$ cat config.mk
export PLATFORM = sky130hd
export DESIGN_NAME = seq_010_gen
export DESIGN_NICKNAME = d
export VERILOG_FILES = /design/src/rtl/seq_010_gen_pkg.sv /design/src/rtl/seq_010_gen.sv
export SDC_FILE = /design/constraint.sdc
export NUM_CORES = 1
export LEC_CHECK = 0
export BUFFER_PORTS_ARGS = -buffer_cell sky130_fd_sc_hd__buf_2
export CAP_MARGIN = 40
export CORE_MARGIN = 4
export CORE_UTILIZATION = 58
export CTS_BUF_LIST = sky130_fd_sc_hd__clkbuf_8
export DETAILED_ROUTE_END_ITERATION = 6
export PLACE_DENSITY_LB_ADDON = 0.12
export SLEW_MARGIN = 0
export SYNTH_ARGS = -nofsm -noshare
export SYNTH_HDL_FRONTEND = slang
export SYNTH_SLANG_ARGS = --single-unit
$ cat constraint.sdc
create_clock -name clk -period 3.3 [get_ports clk]
set_input_delay 0.33 -clock clk [delete_from_list [all_inputs] [get_ports clk]]
set_output_delay 0.33 -clock clk [all_outputs]
set_load 0.005 [all_outputs]
$ cat src/rtl/seq_010_gen_pkg.sv
// ---------------------------------------------------------------------------
// seq_010_gen_pkg
//   Shared definitions for the "010" stimulus generator: the generator state
//   enum, the serial-line idle level and the three-bit pattern it emits.
//   PATTERN is sent MSB first, so bit 2 goes out on the line first.
// ---------------------------------------------------------------------------
package seq_010_gen_pkg;

  typedef enum logic [2:0] {
    G_IDLE = 3'd0,
    G_B0   = 3'd1,
    G_B1   = 3'd2,
    G_B2   = 3'd3,
    G_GAP  = 3'd4,
    G_DONE = 3'd5
  } gen_state_e;

  localparam logic       X_IDLE  = 1'b1;
  localparam logic [2:0] PATTERN = 3'b010;

endpackage

$ cat src/rtl/seq_010_gen.sv
// ---------------------------------------------------------------------------
// seq_010_gen
//   Serial stimulus generator for the "010" sequence detector. When start is
//   accepted it sends num copies of "010" on x, separated by gap idle '1'
//   bits, then pulses done for one cycle. sent_count reports how many
//   patterns were completed, to be compared against the detector's count.
//
// Ports
//   clk        : system clock, rising edge
//   rst        : asynchronous active-high reset
//   start      : burst request, sampled only while idle
//   num        : number of patterns to send, latched on accepted start
//   gap        : idle '1' bits between patterns, latched on accepted start
//   x          : serial line to the detector, idles at '1'
//   busy       : high in every state except idle
//   done       : one-cycle pulse at the end of a burst
//   sent_count : patterns fully sent in the current or last burst
// ---------------------------------------------------------------------------
module seq_010_gen
  import seq_010_gen_pkg::*;
#(
  parameter int CNT_W = 10,
  parameter int GAP_W = 4
) (
  input  logic             clk,
  input  logic             rst,
  input  logic             start,
  input  logic [CNT_W-1:0] num,
  input  logic [GAP_W-1:0] gap,
  output logic             x,
  output logic             busy,
  output logic             done,
  output logic [CNT_W-1:0] sent_count
);

  gen_state_e       state;
  logic [CNT_W-1:0] num_q;
  logic [GAP_W-1:0] gap_q;
  logic [GAP_W-1:0] gap_cnt;
  logic [CNT_W-1:0] sent_next;

  // sent_count never exceeds num_q, so this increment cannot wrap in use.
  assign sent_next = sent_count + CNT_W'(1);

  // Outputs are registered alongside the state: every branch that picks the
  // next state also loads the Moore outputs belonging to that state, so x,
  // busy and done always match the registered state with no decode delay.
  always_ff @(posedge clk or posedge rst) begin
    if (rst) begin
      state      <= G_IDLE;
      num_q      <= '0;
      gap_q      <= '0;
      gap_cnt    <= '0;
      sent_count <= '0;
      x          <= X_IDLE;
      busy       <= 1'b0;
      done       <= 1'b0;
    end else begin
      done <= 1'b0;
      case (state)
        G_IDLE: begin
          if (start) begin
            num_q      <= num;
            gap_q      <= gap;
            sent_count <= '0;
            busy       <= 1'b1;
            if (num == '0) begin
              state <= G_DONE;
              done  <= 1'b1;
              x     <= X_IDLE;
            end else begin
              state <= G_B0;
              x     <= PATTERN[2];
            end
          end
        end

        G_B0: begin
          state <= G_B1;
          x     <= PATTERN[1];
        end

        G_B1: begin
          state <= G_B2;
          x     <= PATTERN[0];
        end

        G_B2: begin
          sent_count <= sent_next;
          if (sent_next == num_q) begin
            state <= G_DONE;
            done  <= 1'b1;
            x     <= X_IDLE;
          end else if (gap_q != '0) begin
            state   <= G_GAP;
            gap_cnt <= gap_q;
            x       <= X_IDLE;
          end else begin
            state <= G_B0;
            x     <= PATTERN[2];
          end
        end

        // gap_cnt enters loaded with gap_q; leaving when it reads 1 gives
        // exactly gap_q cycles in this state.
        G_GAP: begin
          gap_cnt <= gap_cnt - GAP_W'(1);
          if (gap_cnt == GAP_W'(1)) begin
            state <= G_B0;
            x     <= PATTERN[2];
          end
        end

        G_DONE: begin
          state <= G_IDLE;
          busy  <= 1'b0;
          x     <= X_IDLE;
        end

        default: begin
          state <= G_IDLE;
          busy  <= 1'b0;
          x     <= X_IDLE;
        end
      endcase
    end
  end

endmodule

-- Word level (Yosys, flattened, before mapping)
Index checks and enable logic that the tools add are counted.
W data, S select, Z words.
- bits of input ports: 17
- output and inout bits: 13
- register bits after elaboration: 34
- logic and storage cells: 54
- multiplexer cells: 22
- $add $sub $neg: 2
- equal/unequal tests: 10
- bitwise operators: 1
- reductions and logical operators: 11
- operator list (operator ; number):
    $pmux W10 S2 ; 1
    $mux W3 ; 5
    $pmux W3 S5 ; 1
    $add A10 B1 Y10 const B ; 1
    $eq A10 B10 Y1 ; 1
    $logic_not A10 Y1 ; 1
    $mux W10 ; 1
    $mux W1 ; 8
    $mux W4 ; 2
    $ne A2 B2 Y1 const B ; 4
    $pmux W4 S2 ; 1
    $reduce_and A2 Y1 ; 4
    $eq A3 B2 Y1 const B ; 2
    $eq A4 B1 Y1 const B ; 1
    $pmux W1 S2 ; 2
    $pmux W1 S4 ; 1
    $reduce_bool A2 Y1 ; 2
    $reduce_bool A4 Y1 ; 1
    $reduce_or A4 Y1 ; 1
    $sub A4 B1 Y4 const B ; 1
    $eq A3 B1 Y1 const B ; 1
    $eq A3 B3 Y1 const B ; 1
    $logic_not A3 Y1 ; 1
    $reduce_and A3 Y1 ; 1
    $not A1 Y1 ; 1

-- Depth between registers and ports, before layout
Gate-level depths: netlist of run 1.
- word-level depth: 4
- gate-level depth with buffers: 7
- mapped depth without buffers: 7

-- Least setup slack after synthesis of run 1
No wires, ideal clock.
- kind: register to register
- start point: register sent_count[0]
- end point: register gap_cnt[0]
- data required time: 3.169 ns
- library setup time: 0.131 ns
- cell stages (with the launch flop): 8
- buffers on the path: 0
- path slack: 0.924 ns
- arrival time: 2.246 ns
- clock period less this slack: 2.376 ns
- cells stage by stage: dfrtp_1 > ha_1 > nand3_1 > xnor2_1 > a311o_1 > a2111o_1 > a311oi_2 > a211oi_2
- longest elaborated chain between the ends: 4
- RTL lines (what ; line ; text):
    start, declared ; seq_010_gen.sv:33 ; output logic [CNT_W-1:0] sent_count
    start signal, assigned ; seq_010_gen.sv:89 ; sent_count <= sent_next;
    $add A10 B1 Y10 ; seq_010_gen.sv:43 ; assign sent_next = sent_count + CNT_W'(1);
    $eq A10 B10 Y1 ; seq_010_gen.sv:90 ; if (sent_next == num_q) begin
    $ne A2 B2 Y1 (no source line) ; - ;
    $reduce_and A3 Y1 (no source line) ; - ;
    end signal, assigned ; seq_010_gen.sv:96 ; gap_cnt <= gap_q;
    end signal, assigned ; seq_010_gen.sv:107 ; gap_cnt <= gap_cnt - GAP_W'(1);
    end, declared ; seq_010_gen.sv:39 ; logic [GAP_W-1:0] gap_cnt;
No other way between the ends.
A chain may end at the register's enable or synchronous reset.

-- Worst setup path in the final report of run 1
- start point: register sent_count[0]
- end point: register gap_cnt[2]
Same word-level chain as after synthesis.

==> impl_metrics.csv, run 1 <==
group,metric,value,unit
synth,yosys_warnings,0,
pwr,powerDensity,800,mW/mm2
final_layout,multiInputGateArea,0.00103,mm2
timing,final-hold-violation-count,0,
die,die_w,65.8,um
critical_path,r2r-end,"gap_cnt[2]",
timing,period_minus_slack,2.74,ns
synth,synth_sequential_area_ratio,44.0,%
detailed_routing,route.detailed.drc,0,
detailed_routing,vias,1654,
outcome,outcome,"finished clean",
global_routing,grt_max_degree,35,
die,initial_utilization,61.9,%
clock_tree,cts_buffers,5,
placed_design,port_buffers,29,
detailed_routing,wl_per_cell,16.5,um
clock_tree,cts_tree,"yes",
timing,maxSlewHeadroom,60.6,%
clock_tree,h-tree-depth,2,
hold_path,min_path_type,"primary input to asynchronous set/reset pin",
global_routing,grt_pass1_vias,1634,
critical_path,r2r_cells,7,
critical_path,startpoint_type,"flip-flop",
detailed_routing,finalWirelength,4480,um
critical_path,worstPathCellList,"ha_1 > nand3_1 > xnor2_1 > a311o_1 > a2111o_1 > a221oi_1 > a211oi_1",
final_layout,final_layout_size_suffix_gt1_share,25.9,%
clock_tree,clockBufferDepth,2,
clock_tree,post_cts_buffers,0,
synth,synth-seq-cells,34,
critical_path,r2r-start,"sent_count[0]",
clock_tree,clk_latency,0.29,ns
critical_path,worst_setup_path_end_kind,"flip-flop",
global_routing,grt_usage,23.5,%
final_layout,antenna_cells,0,
critical_path,cpPeakStageDelay,0.52,ns
die,io_pins,30,
die,core,0.00313,mm2
timing,period_share,83.0,%
final_layout,regArea,852,um2
synth,syn_inst,198,
detailed_routing,vias_per_cell,6.08,
critical_path,ff2ff_setup_slack,0.56,ns
detailed_routing,ant_nets,0,
timing,worstMarginPinSlew,0.588,ns
synth,syn-num-nets,218,
critical_path,cp_data_required_time,3.45,ns
clock_tree,path_clk_slew,0.07,ns
final_layout,most-common-layout-cells,"dfrtp_1 (33), buf_2 (29), nor2_1 (23)",
global_routing,grt_pass1_wl,7770,um
timing,rsz0062_at_grt,"no",
placed_design,dp_hpwl,3300,um
critical_path,crit_slowest_cell,"dfrtp_1",
die,die_h,65.8,um
detailed_routing,drtIter0Drc,128,
critical_path,arrival,2.89,ns
timing,tns,0,ns
timing,worst_clock_skew,0.00468,ns
die,dieArea,0.00433,mm2
placed_design,gp_congestion,0.894,
clock_tree,clockRootBuffer,"clkbuf_8",
final_layout,layout.nets,247,
timing,setup_viol,0,
detailed_routing,drt-pass1-iter-count,4,
pwr,p_leak,0.000978,uW
synth,avgSynthCellArea,9.78,um2
global_routing,antenna_found_initial,0,
clock_tree,cts_num_sinks,34,
global_routing,grt_overflow_total,0,
clock_tree,cts-resized-gates,0,
timing,fmax,365,MHz
clock_tree,cts_hold_buf,0,
final_layout,final_common_cell,"dfrtp_1",
final_layout,syn_to_final_growth,14.1,%
critical_path,cp_max_fo,9,
die,num_rows,20,
timing,maxSlewViolCount,0,
final_layout,final_util,70.7,%
synth,synth_cell_types,47,
final_layout,nFillCells,244,
pwr,ir_drop,0.462,mV
critical_path,worstSetupPathType,"flip-flop to flip-flop",
synth,synth_area,0.00194,mm2
flow_run,cap_violations,0,
-- power breakdown --
group          internal (uW)  total (uW)  switching (uW)
logic                    339         679             340
registers                580         772             192
clock network            165         318             153
total                   1080        1770             684
-- worst max-delay path, delay by kind of cell, from the launching register on --
| kind | cells | cell delay, ns |
|---|---|---|
| AOI/OAI and AO/OA | 4 | 1.29 |
| DFF | 1 | 0.52 |
| adders and majority gates | 1 | 0.30 |
| and+or+nand+nor | 1 | 0.26 |
| xor gates and xnor gates | 1 | 0.22 |
-- flip-flops by register name (all words and copies together) (netlist names) --
| register | cells |
|---|---|
| gap_q | 4 |
| x | 1 |
| busy | 1 |
| gap_cnt | 4 |
| done | 1 |
| num_q | 10 |
| state | 3 |
| sent_count | 10 |
-- synth_stat cells (all sizes together) --
cell type   n  area (um2)
a2111o      1        11.3
a2111oi     1        15.0
a211o       1        8.76
a211oi      2        20.0
a21oi       6        30.0
a221oi      3        26.3
a22o        1        8.76
a2bb2oi     2        17.5
a311o       1        10.0
a311oi      1        15.0
a31oi       5        31.3
and2        2        12.5
and3        3        18.8
and4b       1        10.0
buf         4        18.8
clkbuf      5        18.8
dfrtp      33         826
dfstp       1        26.3
ha          3        37.5
inv         6        22.5
mux2       15         169
nand2      18        67.6
nand2b      2        12.5
nand3       7        40.0
nand4       2        27.5
nor2       23        86.3
nor2b       2        12.5
nor3        3        15.0
nor3b       2        15.0
nor4        3        18.8
nor4bb      1        10.0
o21ai      16        80.1
o22a        1        8.76
o31ai       2        15.0
o41ai       3        26.3
or3         2        12.5
or4         1        7.51
xnor2       9        78.8
xnor3       1        22.5
xor2        3        26.3
-- logic make-up after synthesis --
| family | share of synthesized area, % |
|---|---|
| AOI/OAI and AO/OA | 16.7 |
| xor gates and xnor gates | 6.59 |
| adders and majority gates | 1.94 |
| buffers and inverters | 3.10 |
| DFF | 44.0 |
| muxes | 8.72 |
| and+or+nand+nor | 18.9 |
-- layer usage --
layer	global-route usage, %	part of all wire (%)
met1	31.1	43
met2	36.8	48
met3	5.95	7.8
met4	9.07	1.8
met5	0	0
-- metrics by stage --
stage	worst slack [ns]	total power [uW]	cells	area (um2)	hold WS (ns)
final	0.562	1770	272	2210	0.121
after global placement	0.807	1400	264	2120	0.434
after floorplan	0.924	1250	198	1940	0.471
after detailed placement	0.552	1450	264	2120	0.441
after global routing	0.428	1890	272	2210	0.165
after CTS	0.596	1760	272	2210	0.132
-- layout make-up --
| type | instances | share of cell area (%) |
|---|---|---|
| repair buffers | 31 | 7.24 |
| well taps | 44 | 2.49 |
| inverters | 6 | 1.02 |
| clock inverters | 2 | 0.396 |
| flip-flops and latches | 34 | 38.5 |
| clock buffers | 6 | 3.74 |
| multi-input cells | 149 | 46.6 |
-- how the worst max path moves through the flow --
stage                     slack, ns           from  cells past startpoint          to
after floorplan                0.92  sent_count[0]                      7  gap_cnt[0]
after global placement         0.81  sent_count[0]                      7  gap_cnt[2]
after detailed placement       0.55  sent_count[0]                      7  gap_cnt[2]
after CTS                      0.60  sent_count[0]                      7  gap_cnt[2]
after global routing           0.43  sent_count[0]                      7  gap_cnt[2]
final                          0.56  sent_count[0]                      7  gap_cnt[2]
Note: power is estimated with default switching activity, not from simulation.
==> run 2, diff against run 1 <==
--- a/config.mk
+++ b/config.mk
@@ -5,10 +5,11 @@
 export SDC_FILE = /design/constraint.sdc
 export NUM_CORES = 1
 export LEC_CHECK = 0
+export ABC_AREA = 1
 export BUFFER_PORTS_ARGS = -buffer_cell sky130_fd_sc_hd__buf_2
 export CAP_MARGIN = 40
 export CORE_MARGIN = 4
-export CORE_UTILIZATION = 58
+export CORE_UTILIZATION = 59
 export CTS_BUF_LIST = sky130_fd_sc_hd__clkbuf_8
 export DETAILED_ROUTE_END_ITERATION = 6
 export PLACE_DENSITY_LB_ADDON = 0.12
==> constraint.sdc (replaced) <==
create_clock -name clk -period 2.8 [get_ports clk]
set_input_delay 0.28 -clock clk [delete_from_list [all_inputs] [get_ports clk]]
set_output_delay 0.28 -clock clk [all_outputs]
set_load 0.005 [all_outputs]
==> impl_metrics.csv, run 2 <==
group,metric,value,unit
clock_tree,clockRootBuffer,"clkbuf_8",
clock_tree,h-tree-depth,2,
final_layout,antenna_cells,0,
critical_path,arrival,2.10,ns
final_layout,final_common_cell,"nand2_1",
die,io_pins,30,
clock_tree,post_cts_buffers,0,
global_routing,grt_pass1_vias,1752,
clock_tree,cts_num_sinks,34,
synth,ys.flop_type,"dfrtp_1",
synth,synthTopCellsByArea,"dfrtp_1 (40%), nand2_1 (13%), inv_1 (8.9%), nand3_1 (7.7%), o21ai_0 (4.4%)",
critical_path,r2r-start,"sent_count[1]",
global_routing,grt_usage,22.5,%
synth,synth_common_cells,"nand2_1 (73), inv_1 (49), dfrtp_1 (33)",
die,initial_utilization,61.5,%
critical_path,r2r_cells,12,
clock_tree,path_clk_slew,0.07,ns
synth,yosys.area.top_type_share,39.9,%
synth,syn-num-nets,300,
global_routing,grt_pass1_wl,7620,um
die,num_rows,21,
clock_tree,cts_buffers,5,
synth,avgSynthCellArea,7.39,um2
critical_path,ff2ff_setup_slack,0.87,ns
placed_design,dp_hpwl,3460,um
critical_path,cp_max_fo,5,
hold_path,min_path_type,"primary input to asynchronous set/reset pin",
pwr,ir_drop,0.333,mV
critical_path,worstSetupPathType,"flip-flop to flip-flop",
global_routing,antenna_found_initial,0,
critical_path,worstPathCellList,"ha_1 > nand2_1 > inv_1 > nand3_1 > nand2_1 > nand2_1 > nand2_1 > nand3_1 > nor3_4 > nand3b_4 > nand3_1 > nand2_1",
synth,synthAdderAreaFrac,1.81,%
final_layout,final_layout_size_suffix_gt1_share,18.4,%
final_layout,final_util,70.2,%
synth,synth-seq-cells,34,
placed_design,place_area,0.00227,mm2
final_layout,regArea,852,um2
critical_path,startpoint_type,"flip-flop",
pwr,p_leak,0.00134,uW
critical_path,crit_slowest_cell,"dfrtp_1",
synth,syn_inst,280,
synth,synth_cell_types,32,
detailed_routing,vias,1894,
synth,yosys_warnings,0,
synth,synth_top_family_by_area,"simple AND/OR/NAND/NOR gates",
timing,setup_viol,0,
clock_tree,cts-resized-gates,0,
global_routing,grt_overflow_total,0,
detailed_routing,drt-pass1-iter-count,4,
timing,maxSlewViolCount,0,
synth,synth_area,0.00207,mm2
detailed_routing,vias_per_cell,5.25,
final_layout,most-common-layout-cells,"nand2_1 (73), inv_1 (50), dfrtp_1 (33)",
timing,fmax,519,MHz
synth,synthArstFlopShare,100,%
clock_tree,clockBufferDepth,2,
synth,yosysMostFrequentCell,"nand2_1",
global_routing,grt_max_degree,23,
final_layout,layout.nets,334,
clock_tree,clk_latency,0.29,ns
critical_path,cpMostUsedCell,"nand2_1",
synth,synth-compound-area-share,8.95,%
die,die_h,67.2,um
synth,synth_simple_gate_area_share,35.9,%
detailed_routing,route.detailed.drc,0,
die,die_w,67.2,um
pwr,powerDensity,376,mW/mm2
timing,worstMarginPinSlew,0.672,ns
timing,worst_clock_skew,0.00562,ns
timing,rsz0062_at_grt,"no",
critical_path,cp_data_required_time,2.98,ns
synth,synthMuxAreaShare,1.63,%
synth,yosys.area.top_type,"dfrtp_1",
placed_design,gp_congestion,0.866,
die,dieArea,0.00452,mm2
timing,tns,0,ns
final_layout,fin_area,0.00236,mm2
placed_design,port_buffers,29,
detailed_routing,ant_nets,0,
critical_path,r2r-end,"gap_cnt[1]",
die,core,0.00336,mm2
detailed_routing,finalWirelength,4460,um
final_layout,multiInputGateArea,0.00102,mm2
timing,period_minus_slack,1.93,ns
synth,synth_sequential_area_ratio,41.2,%
final_layout,nFillCells,319,
detailed_routing,drtIter0Drc,133,
final_layout,syn_to_final_growth,14.2,%
flow_run,cap_violations,0,
synth,synth_edf_count,0,
outcome,outcome,"finished clean",
clock_tree,cts_hold_buf,0,
final_layout,reg_top3,"num_q: 10 flops, sent_count: 10 flops",
clock_tree,cts_tree,"yes",
synth,synth_xor_area_share,0.847,%
critical_path,worst_setup_path_end_kind,"flip-flop",
timing,period_share,68.8,%
timing,maxSlewHeadroom,55.2,%
detailed_routing,wl_per_cell,12.4,um
timing,final-hold-violation-count,0,
critical_path,cpPeakStageDelay,0.42,ns
## run 2: kinds of logic (layout without fill, tap and decap cells)
group | after synthesis | after routing
fa+ha+maj | 3 | 3
simple gates | 151 | 151
xor+xnor | 2 | 2
buf+inv | 53 | 88
flops | 34 | 34
mux | 3 | 3
compound gates | 34 | 34
## run 2: layout make-up
class | instances | share of cell area (%)
Sequential cell | 34 | 36.1
Tap cell | 46 | 2.44
Clock inverter | 2 | 0.371
Timing Repair Buffer | 31 | 6.78
Inverter | 49 | 7.79
Multi-Input combinational cell | 193 | 43.0
Clock buffer | 6 | 3.50
## run 2: power by group
group | total, uW | switching [uW] | internal, uW
sequential | 491 | 0 | 491
combinational | 26.5 | 16.5 | 10.0
clock | 370 | 175 | 195
total | 887 | 192 | 696
## run 2: metrics by stage
stage	setup slack [ns]	hold WS, ns	total power (uW)	std cells
finish	0.874	0.0840	887	361
global route	0.700	0.145	923	361
CTS	0.866	0.107	897	361
detailed placement	0.911	0.413	528	353
global placement	0.946	0.407	528	353
floorplan	1.09	0.421	511	280
## run 2: critical path: cells and delay by family, from the launching register on
kind | cells | cell delay (ns)
DFF | 1 | 0.42
and+or+nand+nor | 10 | 1.03
adders and majority gates | 1 | 0.22
buffers and inverters | 1 | 0.14
## run 2: how the worst max path moves through the flow
stage,end,startpoint
after floorplan,gap_cnt[0],sent_count[1]
after global placement,sent_count[0],state[0]
after detailed placement,gap_cnt[3],sent_count[1]
after CTS,gap_cnt[3],sent_count[1]
after global routing,gap_cnt[0],sent_count[0]
final,gap_cnt[1],sent_count[1]
## run 2: layer usage
metal	vias up	global-route usage [%]	part of all wire, %
li1	963	-	-
met1	869	30.2	46
met2	56	36.0	47
met3	6	4.66	6.1
met4	0	8.35	1.0
met5	-	0	0
==> run 3, diff against run 2 <==
--- a/config.mk
+++ b/config.mk
@@ -5,11 +5,11 @@
 export SDC_FILE = /design/constraint.sdc
 export NUM_CORES = 1
 export LEC_CHECK = 0
-export ABC_AREA = 1
+export ABC_AREA = 0
 export BUFFER_PORTS_ARGS = -buffer_cell sky130_fd_sc_hd__buf_2
 export CAP_MARGIN = 40
 export CORE_MARGIN = 4
-export CORE_UTILIZATION = 59
+export CORE_UTILIZATION = 58
 export CTS_BUF_LIST = sky130_fd_sc_hd__clkbuf_8
 export DETAILED_ROUTE_END_ITERATION = 6
 export PLACE_DENSITY_LB_ADDON = 0.12
==> constraint.sdc (replaced) <==
create_clock -name clk -period 1.8 [get_ports clk]
set_input_delay 0.18 -clock clk [delete_from_list [all_inputs] [get_ports clk]]
set_output_delay 0.18 -clock clk [all_outputs]
set_load 0.005 [all_outputs]
==> impl_metrics.csv, run 3 (synthesis gave the netlist of run 1 again) <==
group,metric,value,unit
outcome,outcome,"complete, but fails checks",
outcome,failed_checks,"setup timing",
final_layout,reg_top3,"num_q: 10 flops, sent_count: 10 flops",
critical_path,arrival,2.44,ns
final_layout,final_util,80.4,%
global_routing,grt_max_degree,35,
critical_path,startpoint_type,"flip-flop",
pwr,power,3520,uW
global_routing,grt_pass1_wl,8480,um
final_layout,final_layout_size_suffix_gt1_share,39.6,%
die,dieArea,0.00433,mm2
timing,fmax,438,MHz
pwr,ir_drop,1.03,mV
placed_design,gp_congestion,0.918,
detailed_routing,finalWirelength,4810,um
clock_tree,clk_latency,0.29,ns
timing,worst_clock_skew,0.00770,ns
detailed_routing,drtIter0Drc,153,
final_layout,antenna_cells,0,
die,core,0.00313,mm2
global_routing,antenna_found_initial,0,
detailed_routing,drt-pass1-iter-count,4,
timing,maxSlewViolCount,0,
critical_path,crit_slowest_cell,"a2111o_1",
critical_path,worstSetupPathType,"flip-flop to flip-flop",
clock_tree,cts_buffers,5,
placed_design,dp_hpwl,3660,um
final_layout,final_common_cell,"buf_4",
critical_path,worst_setup_path_end_kind,"flip-flop",
flow_run,cap_violations,0,
final_layout,most-common-layout-cells,"buf_4 (33), buf_2 (29), dfrtp_1 (28)",
critical_path,cp_max_fo,7,
timing,setup_viol,8,
pwr,p_leak,0.00113,uW
clock_tree,cts_tree,"yes",
critical_path,worstPathCellList,"ha_4 > xnor3_1 > nand3_1 > a311o_1 > a2111o_1 > a311oi_2 > a211oi_2",
clock_tree,clockBufferDepth,2,
detailed_routing,wl_per_cell,15.8,um
hold_path,whs_path_depth,2,
final_layout,syn_to_final_growth,29.8,%
clock_tree,cts_num_sinks,34,
critical_path,cpPeakStageDelay,0.52,ns
detailed_routing,vias_per_cell,5.69,
placed_design,place_area,0.00237,mm2
final_layout,nFillCells,196,
critical_path,cp_top_family,"compound AO/OA/AOI/OAI gates",
timing,fin_ws,-0.482,ns
timing,period_minus_slack,2.28,ns
final_layout,fin_area,0.00251,mm2
die,num_rows,20,
detailed_routing,vias,1729,
die,io_pins,30,
clock_tree,h-tree-depth,2,
global_routing,grt_usage,25.7,%
hold_path,min_path_type,"primary input to flip-flop",
clock_tree,clockRootBuffer,"clkbuf_8",
critical_path,r2r_cells,7,
timing,rsz0062_at_grt,"yes",
global_routing,grt_overflow_total,0,
die,die_w,65.8,um
pwr,powerDensity,1400,mW/mm2
timing,maxSlewHeadroom,71.6,%
clock_tree,path_clk_slew,0.07,ns
placed_design,port_buffers,29,
die,die_h,65.8,um
die,initial_utilization,61.9,%
critical_path,crit_cells,7,
final_layout,layout.nets,279,
critical_path,cp_data_required_time,1.96,ns
timing,period_share,127,%
detailed_routing,ant_nets,0,
timing,final-hold-violation-count,0,
global_routing,grt_pass1_vias,1754,
detailed_routing,route.detailed.drc,0,
critical_path,critPathBufInv,0,
timing,worstMarginPinSlew,0.427,ns
run 3: cell types whose count changed in the layout (fill, tap and decap cells not counted), moves of 6 or more:
cell	change
nand2_1	-55
inv_1	-43
buf_4	+31
nand3_1	-27
mux2_2	+11
xnor2_1	+8
nand2_2	-6
run 3: layout make-up:
type	count	area [um2]	share of cell area, %
well taps	44	55.1	2.19
flip-flops and latches	34	858	34.1
clock inverters	3	17.5	0.697
inverters	6	22.5	0.896
multi-input cells	149	1090	43.3
clock buffers	5	68.8	2.74
repair buffers	63	403	16.0
run 3: what timing repair did:
item                                   in CTS  in global routing
hold buffers                                1                  0
setup buffers                               2                  0
pin swaps                                   3                  3
endpoints found under the hold margin      33                  0
gates resized for setup                     5                  1
cloned                                      0                  0
setup endpoints to repair                   9                  8
run 3: metal layers:
layer / vias up / track usage, % / wire (um)
met2: 61 / 40.9 / 2270
met1: 823 / 35.2 / 2200
met5: - / 0 / 0
met3: 8 / 4.76 / 260
met4: 0 / 8.81 / 76
li1: 837 / - / -
run 3: power breakdown:
group,internal [uW],leakage [uW],switching [uW]
Sequential,1070,0.000414,323
Clock,267,0.0000493,289
Combinational,815,0.000665,759
Total,2150,0.00113,1370
run 3: path summary, 6_finish.rpt:
| kind | start | end | slack (ns) |
|---|---|---|---|
| setup / recovery | sent_count[1] | gap_cnt[0] | -0.48 |
| hold / removal | gap[3] | gap_q[3] | 0.12 |
| hold reg to reg | busy | busy | 0.51 |
| setup reg to reg | sent_count[1] | gap_cnt[0] | -0.48 |
| max in group asynchronous | rst | x | 0.93 |
| min in group asynchronous | rst | gap_cnt[1] | 0.53 |
run 3: metrics by stage:
stage / setup TNS [ns] / hold WS, ns / cells / setup slack, ns
floorplan: -1.71 / 0.321 / 198 / -0.345
global placement: -2.14 / 0.287 / 293 / -0.336
detailed placement: -2.66 / 0.296 / 293 / -0.476
CTS: -2.35 / 0.117 / 304 / -0.416
global route: -3.45 / 0.119 / 304 / -0.565
finish: -2.74 / 0.123 / 304 / -0.482
